$ cat config.mk
export PLATFORM = sky130hd
export DESIGN_NAME = nonce_scheduler
export DESIGN_NICKNAME = d
export VERILOG_FILES = /design/src/rtl/nonce_scheduler.sv
export SDC_FILE = /design/constraint.sdc
export NUM_CORES = 1
export LEC_CHECK = 0
export BUFFER_PORTS_ARGS = -buffer_cell sky130_fd_sc_hd__buf_2
export CAP_MARGIN = 10
export CORE_AREA = 2 2 399 401
export DETAILED_ROUTE_END_ITERATION = 7
export DIE_AREA = 0 0 401 403
export HOLD_SLACK_MARGIN = 0.12
export PLACE_DENSITY = 0.36
export REMOVE_ABC_BUFFERS = 1
export SKIP_CTS_REPAIR_TIMING = 1
export SLEW_MARGIN = 15
export SYNTH_ARGS = -nofsm -noshare
export SYNTH_HDL_FRONTEND = slang
export SYNTH_SLANG_ARGS = --single-unit
$ cat constraint.sdc
create_clock -name hash_clk -period 7.5 [get_ports hash_clk]
set_input_delay 1.5 -clock hash_clk [delete_from_list [all_inputs] [get_ports hash_clk]]
set_output_delay 1.5 -clock hash_clk [all_outputs]
set_load 0.005 [all_outputs]
$ cat src/rtl/nonce_scheduler.sv
// Hash-domain job scheduler: splits a nonce range into chunks for NUM_CORES hash
// cores and serializes the golden nonces they report into one ticket stream.

module nonce_ticket_slot (
    input  logic        hash_clk,
    input  logic        rst_n,
    input  logic        found,
    input  logic [31:0] nonce,
    input  logic        drain,
    output logic        pend,
    output logic [31:0] nonce_q,
    output logic        drop
);
    // A second ticket can only take the slot if the held one leaves this cycle.
    assign drop = found && pend && !drain;

    always_ff @(posedge hash_clk) begin
        if (!rst_n) begin
            pend    <= 1'b0;
            nonce_q <= '0;
        end else if (found && !drop) begin
            pend    <= 1'b1;
            nonce_q <= nonce;
        end else if (drain) begin
            pend    <= 1'b0;
        end
    end
endmodule

module nonce_scheduler #(
    parameter int NUM_CORES  = 4,
    parameter int CHUNK_LOG2 = 8
) (
    input  logic                    hash_clk,
    input  logic                    rst_n,
    input  logic                    new_work,
    input  logic [255:0]            midstate,
    input  logic [95:0]             work_data,
    input  logic [31:0]             nonce_min,
    input  logic [31:0]             nonce_max,
    input  logic [NUM_CORES-1:0]    core_busy,
    input  logic [NUM_CORES-1:0]    core_found,
    input  logic [32*NUM_CORES-1:0] core_golden_nonce,
    output logic [NUM_CORES-1:0]    core_start,
    output logic [31:0]             core_nonce_base,
    output logic [31:0]             core_nonce_last,
    output logic [255:0]            core_midstate,
    output logic [95:0]             core_data,
    output logic                    core_abort,
    output logic                    new_golden_ticket,
    output logic [31:0]             golden_nonce,
    output logic                    job_done,
    output logic                    sched_busy,
    output logic                    ticket_overflow
);
    localparam int IDX_W = (NUM_CORES > 1) ? $clog2(NUM_CORES) : 1;
    localparam logic [32:0] CHUNK_M1 = (33'd1 << CHUNK_LOG2) - 33'd1;

    typedef enum logic [1:0] {ST_IDLE, ST_DISPATCH, ST_DRAIN} state_t;

    state_t                        state;
    logic [IDX_W-1:0]              rr_ptr;
    logic [NUM_CORES-1:0]          issued;
    logic [31:0]                   next_nonce;
    logic [31:0]                   job_max;

    logic [NUM_CORES-1:0]          eligible;
    logic                          pick_vld;
    logic [IDX_W-1:0]              pick_idx;
    logic [NUM_CORES-1:0]          start_vec;
    int                            pos;
    logic [32:0]                   chunk_end;
    logic [31:0]                   chunk_last;

    logic [NUM_CORES-1:0]          pend;
    logic [NUM_CORES-1:0][31:0]    nonce_q;
    logic [NUM_CORES-1:0]          drop;
    logic [NUM_CORES-1:0]          drain_vec;
    logic [IDX_W-1:0]              drain_idx;

    // ---------------- ticket slots, one per core ----------------
    assign drain_vec = pend & (~pend + 1'b1);

    always_comb begin
        drain_idx = '0;
        for (int i = NUM_CORES - 1; i >= 0; i--)
            if (pend[i]) drain_idx = IDX_W'(i);
    end

    for (genvar g = 0; g < NUM_CORES; g++) begin : g_slot
        nonce_ticket_slot u_slot (
            .hash_clk (hash_clk),
            .rst_n    (rst_n),
            .found    (core_found[g]),
            .nonce    (core_golden_nonce[32*g +: 32]),
            .drain    (drain_vec[g]),
            .pend     (pend[g]),
            .nonce_q  (nonce_q[g]),
            .drop     (drop[g])
        );
    end

    // ---------------- rotating-priority core pick ----------------
    assign eligible = ~core_busy & ~issued;

    always_comb begin
        pick_vld  = 1'b0;
        pick_idx  = '0;
        pos       = 0;
        start_vec = '0;
        for (int off = 0; off < NUM_CORES; off++) begin
            pos = int'(rr_ptr) + off;
            if (pos >= NUM_CORES) pos = pos - NUM_CORES;
            if (!pick_vld && eligible[pos]) begin
                pick_vld = 1'b1;
                pick_idx = IDX_W'(pos);
            end
        end
        for (int i = 0; i < NUM_CORES; i++)
            start_vec[i] = pick_vld && (pick_idx == IDX_W'(i));
    end

    // 33-bit end so a chunk near 0xFFFFFFFF clamps instead of wrapping.
    assign chunk_end  = {1'b0, next_nonce} + CHUNK_M1;
    assign chunk_last = (chunk_end > {1'b0, job_max}) ? job_max : chunk_end[31:0];

    // ---------------- state machine and registered outputs ----------------
    always_ff @(posedge hash_clk) begin
        if (!rst_n) begin
            state             <= ST_IDLE;
            rr_ptr            <= '0;
            issued            <= '0;
            next_nonce        <= '0;
            job_max           <= '0;
            core_start        <= '0;
            core_nonce_base   <= '0;
            core_nonce_last   <= '0;
            core_midstate     <= '0;
            core_data         <= '0;
            core_abort        <= 1'b0;
            new_golden_ticket <= 1'b0;
            golden_nonce      <= '0;
            job_done          <= 1'b0;
            sched_busy        <= 1'b0;
            ticket_overflow   <= 1'b0;
        end else begin
            core_start        <= '0;
            core_abort        <= 1'b0;
            job_done          <= 1'b0;
            new_golden_ticket <= |pend;
            if (|pend) golden_nonce <= nonce_q[drain_idx];
            ticket_overflow   <= ticket_overflow | (|drop);
            issued            <= issued & ~core_busy;

            if (new_work) begin
                core_midstate <= midstate;
                core_data     <= work_data;
                job_max       <= nonce_max;
                next_nonce    <= nonce_min;
                issued        <= '0;
                core_abort    <= (state != ST_IDLE);
                sched_busy    <= 1'b1;
                state         <= (nonce_min > nonce_max) ? ST_DRAIN : ST_DISPATCH;
            end else begin
                case (state)
                    ST_DISPATCH: begin
                        if (pick_vld) begin
                            core_start      <= start_vec;
                            core_nonce_base <= next_nonce;
                            core_nonce_last <= chunk_last;
                            issued          <= (issued & ~core_busy) | start_vec;
                            rr_ptr          <= (pick_idx == IDX_W'(NUM_CORES - 1)) ?
                                               '0 : pick_idx + IDX_W'(1);
                            if (chunk_last == job_max) state <= ST_DRAIN;
                            else next_nonce <= chunk_last + 32'd1;
                        end
                    end
                    ST_DRAIN: begin
                        if (core_busy == '0 && issued == '0) begin
                            job_done   <= 1'b1;
                            sched_busy <= 1'b0;
                            state      <= ST_IDLE;
                        end
                    end
                    default: ;
                endcase
            end
        end
    end
endmodule

==> results_dict.tcl <==
set metrics [dict create \
    dp_hpwl_um 127000 \
    die_x_um 401 \
    rr_worst_depth 23 \
    row_count 146 \
    core_sq_um 157000 \
    power_density_nw_per_um2 255 \
    vias 26900 \
    internal-power_uw 7070 \
    arrival_ns 6.91 \
    final_cells 6247 \
    highest_layer "met5" \
    num_io_pins 1012 \
    p_clk_share_pct 46.0 \
    dr_wl_met2_um 75200 \
    hold_path_depth 2 \
    wl_met1_um 64000 \
    dp_slack_ns 1.17 \
    r2r_slack_ns 1.15 \
    rsz0062_at_grt "no" \
    async_flop_share_pct 0 \
    irDropWorstVdd_v 0.000163 \
    syn_area_per_cell_sq_um 9.08 \
    clkSinkCount 661 \
    place_congestion 0.865 \
    yosysWarningCount 0 \
    startpoint "next_nonce[0]" \
    grt_max_degree 197 \
    overflow 0 \
    worst_r2r_endpoint "next_nonce[28]" \
    power.total_uw 9970 \
    cts_made_buffers 86 \
    grt_pass1_vias 26300 \
    yosysSeqAreaShare_pct 46.2 \
    dp.cells 6068 \
    end_kind "register" \
    fin_crit_sh_pct 84.6 \
    drc 0 \
    power.leakage_uw 0.0182 \
    seq_power_share_pct 38.9 \
    synth_edf_count 0 \
    finalSetupViolCount 0 \
    crit_cells 23 \
    max_slew_margin_pct 21.0 \
    avgViaCountPerCell 4.30 \
    wl_per_cell_um 25.9 \
    p_comb_share_pct 15.1 \
    synth.distinct_cells 86 \
    fin_worst_skew_ns 0.0419 \
    path_buf_inv 5 \
    drt_pass1_iterations 6 \
    syn_area_sq_um 28700 \
    wl_met3_um 16900 \
    antenna_left 0 \
    p_sw_share_pct 29.1 \
    r2r-start "next_nonce[0]" \
    cts_max_level 3 \
    synth_ff_type "dfxtp_1" \
    hold_class "register to register" \
    clock_latency_ns 0.71 \
    timing.final.ws_setup_ns 1.15 \
    startpoint_type "register" \
    grt_first_pass_wirelength_um 219000 \
    p_switching_uw 2900 \
    die_y_um 403 \
    layout-drive-gt1-share_pct 30.9 \
    grt_usage_pct 19.3 \
    setup_tns_ns 0 \
    wl_um 162000 \
    holdCritStartpoint "core_nonce_last[19]" \
    hold_path_end "core_nonce_last[19]" \
    initial_utilization_pct 18.2 \
    slowest_delay_ns 0.66 \
    cts_tree "yes" \
    crit_path_cell_trace "inv_1 > ha_1 > nor3b_2 > buf_4 > nand2_1 > nand4_1 > xor2_1 > inv_1 > ha_1 > nand4_1 > nor4_1 > buf_4 > nand2_1 > o22ai_1 > o21a_1 > nand2_1 > o21ai_0 > ha_1 > clkinv_1 > or4_1 > or3_1 > nand3_1 > a21oi_1" \
    path_class "register to register" \
    clkTransAtPathRegs_ns 0.06 \
    hold_ws_ns 0.447 \
    worstMarginPinSlew_ns 1.19 \
    cp_slowest_cell "dfxtp_1" \
    io_buffer_count 1011 \
    hold_viol 0 \
    fmax_mhz 158 \
    maxCapViolCount 0 \
    required_ns 8.07 \
    synth-seq-cells 661 \
    critPathTopFamily "simple AND/OR/NAND/NOR gates" \
    status "complete, no violations" \
    dieArea_sq_um 162000 \
    clockBufferDepth 3 \
    nNetsFinal 4709 \
    antenna_found_initial 154 \
    cts_root_buffer "clkbuf_16" \
    initialDrtViolationCount 1758 \
    cp_max_fo 14 \
    finalMaxSlewViolations 0 \
    fin_crit_ns 6.35 \
    syn_to_final_growth_pct 36.4 \
    netlist_instances 3154 \
]
## area by class of cell
type,count,area [sq um]
fill,17600,118000
multi-input combinational,2183,14300
sequential,661,13200
timing repair buffer,1053,5420
tap,2072,2590
clock buffer,119,2440
clock inverter,35,672
inverter,99,379
antenna,25,62.6
## layout by cell type, fill, tap and decap left out, types with 15 or more instances in the layout
cell type and count:
clkbuf_16 86, nand3_1 33, inv_1 95, dfxtp_1 661, nand4_1 32, nor2_1 510
buf_4 39, o211ai_1 20, o21ai_0 42, a21oi_1 244, mux2i_1 420, xor2_1 22
a211oi_1 15, clkbuf_8 16, buf_2 1010, nor3_1 31, nor4_1 18, nand2_1 426
diode_2 25, xnor2_1 42, ha_1 70, mux4_2 32, clkbuf_1 17
## metrics by stage
step | area (sq um) | util [%]
after floorplan | 27800 | -
after global placement | 35900 | 22.8
after detailed placement | 35900 | 22.8
after CTS | 39000 | 24.8
after global routing | 39100 | 24.8
final | 39100 | 24.8
## state kept, by name (all words and copies together), names as in the netlist, 32 cells and up
register               cells
core_midstate            256
core_nonce_last           32
job_max                   32
core_data                 96
next_nonce                32
golden_nonce              32
core_nonce_base           32
g_slot.u_slot.nonce_q    128
## cells by family (layout without fill, tap and decap cells)
group | after synthesis | after routing | synth area share, %
mux | 463 | 463 | 17.6
flops | 661 | 661 | 46.2
compound gates | 423 | 423 | 8.84
buf+inv | 310 | 1306 | 4.18
fa+ha+maj | 70 | 70 | 3.06
simple gates | 1149 | 1149 | 17.1
xor+xnor | 78 | 78 | 3.01
other cells | 0 | 25 | 0
## worst register-to-register path, cell delays in order, from the launching register on
cell	delay, ns
dfxtp_1	0.66
inv_1	0.10
ha_1	0.24
nor3b_2	0.16
buf_4	0.19
nand2_1	0.26
nand4_1	0.28
xor2_1	0.48
inv_1	0.09
ha_1	0.33
nand4_1	0.20
nor4_1	0.51
buf_4	0.22
nand2_1	0.05
o22ai_1	0.48
o21a_1	0.32
nand2_1	0.07
o21ai_0	0.13
ha_1	0.23
clkinv_1	0.10
or4_1	0.61
or3_1	0.37
nand3_1	0.08
a21oi_1	0.06
## worst max-delay path by stage
stage | to | slack, ns
floorplan | next_nonce[19] | -0.79
global placement | next_nonce[28] | 1.28
detailed placement | next_nonce[28] | 1.17
CTS | next_nonce[28] | 1.14
global route | next_nonce[28] | 0.72
finish | next_nonce[28] | 1.15
## power by group through the flow
| stage | clock, uW | combinational [uW] | sequential [uW] |
|---|---|---|---|
| 2_1_floorplan | 0 | 739 | 3930 |
| 3_3_place_gp | 0 | 1520 | 3950 |
| 3_5_place_dp | 0 | 1520 | 3950 |
| 4_1_cts | 4730 | 1520 | 3880 |
| 5_1_grt | 4860 | 1660 | 3900 |
| 6_report | 4580 | 1510 | 3880 |
## synth_stat cells, types with 13 or more instances
cell	n	area [sq um]
dfxtp_1	661	13200
nand4_1	32	200
o211ai_1	20	150
buf_1	42	158
nor4_1	19	119
a21oi_1	244	1220
a211oi_1	15	113
a21o_1	13	97.6
o21ai_0	42	210
ha_1	70	876
xor2_1	22	193
nor3_1	32	160
mux2i_1	420	4200
nand3_1	33	165
nor2_1	513	1930
nand2_1	430	1610
inv_1	95	357
mux4_2	32	721
clkbuf_1	154	578
xnor2_1	42	368
## metal layers
metal | vias up | GRT usage, %
met2 | 1100 | 31.8
met4 | 22 | 5.30
met5 | - | 0
met3 | 389 | 8.18
li1 | 12700 | -
met1 | 12700 | 22.7
(Power assumes the default switching activity.)
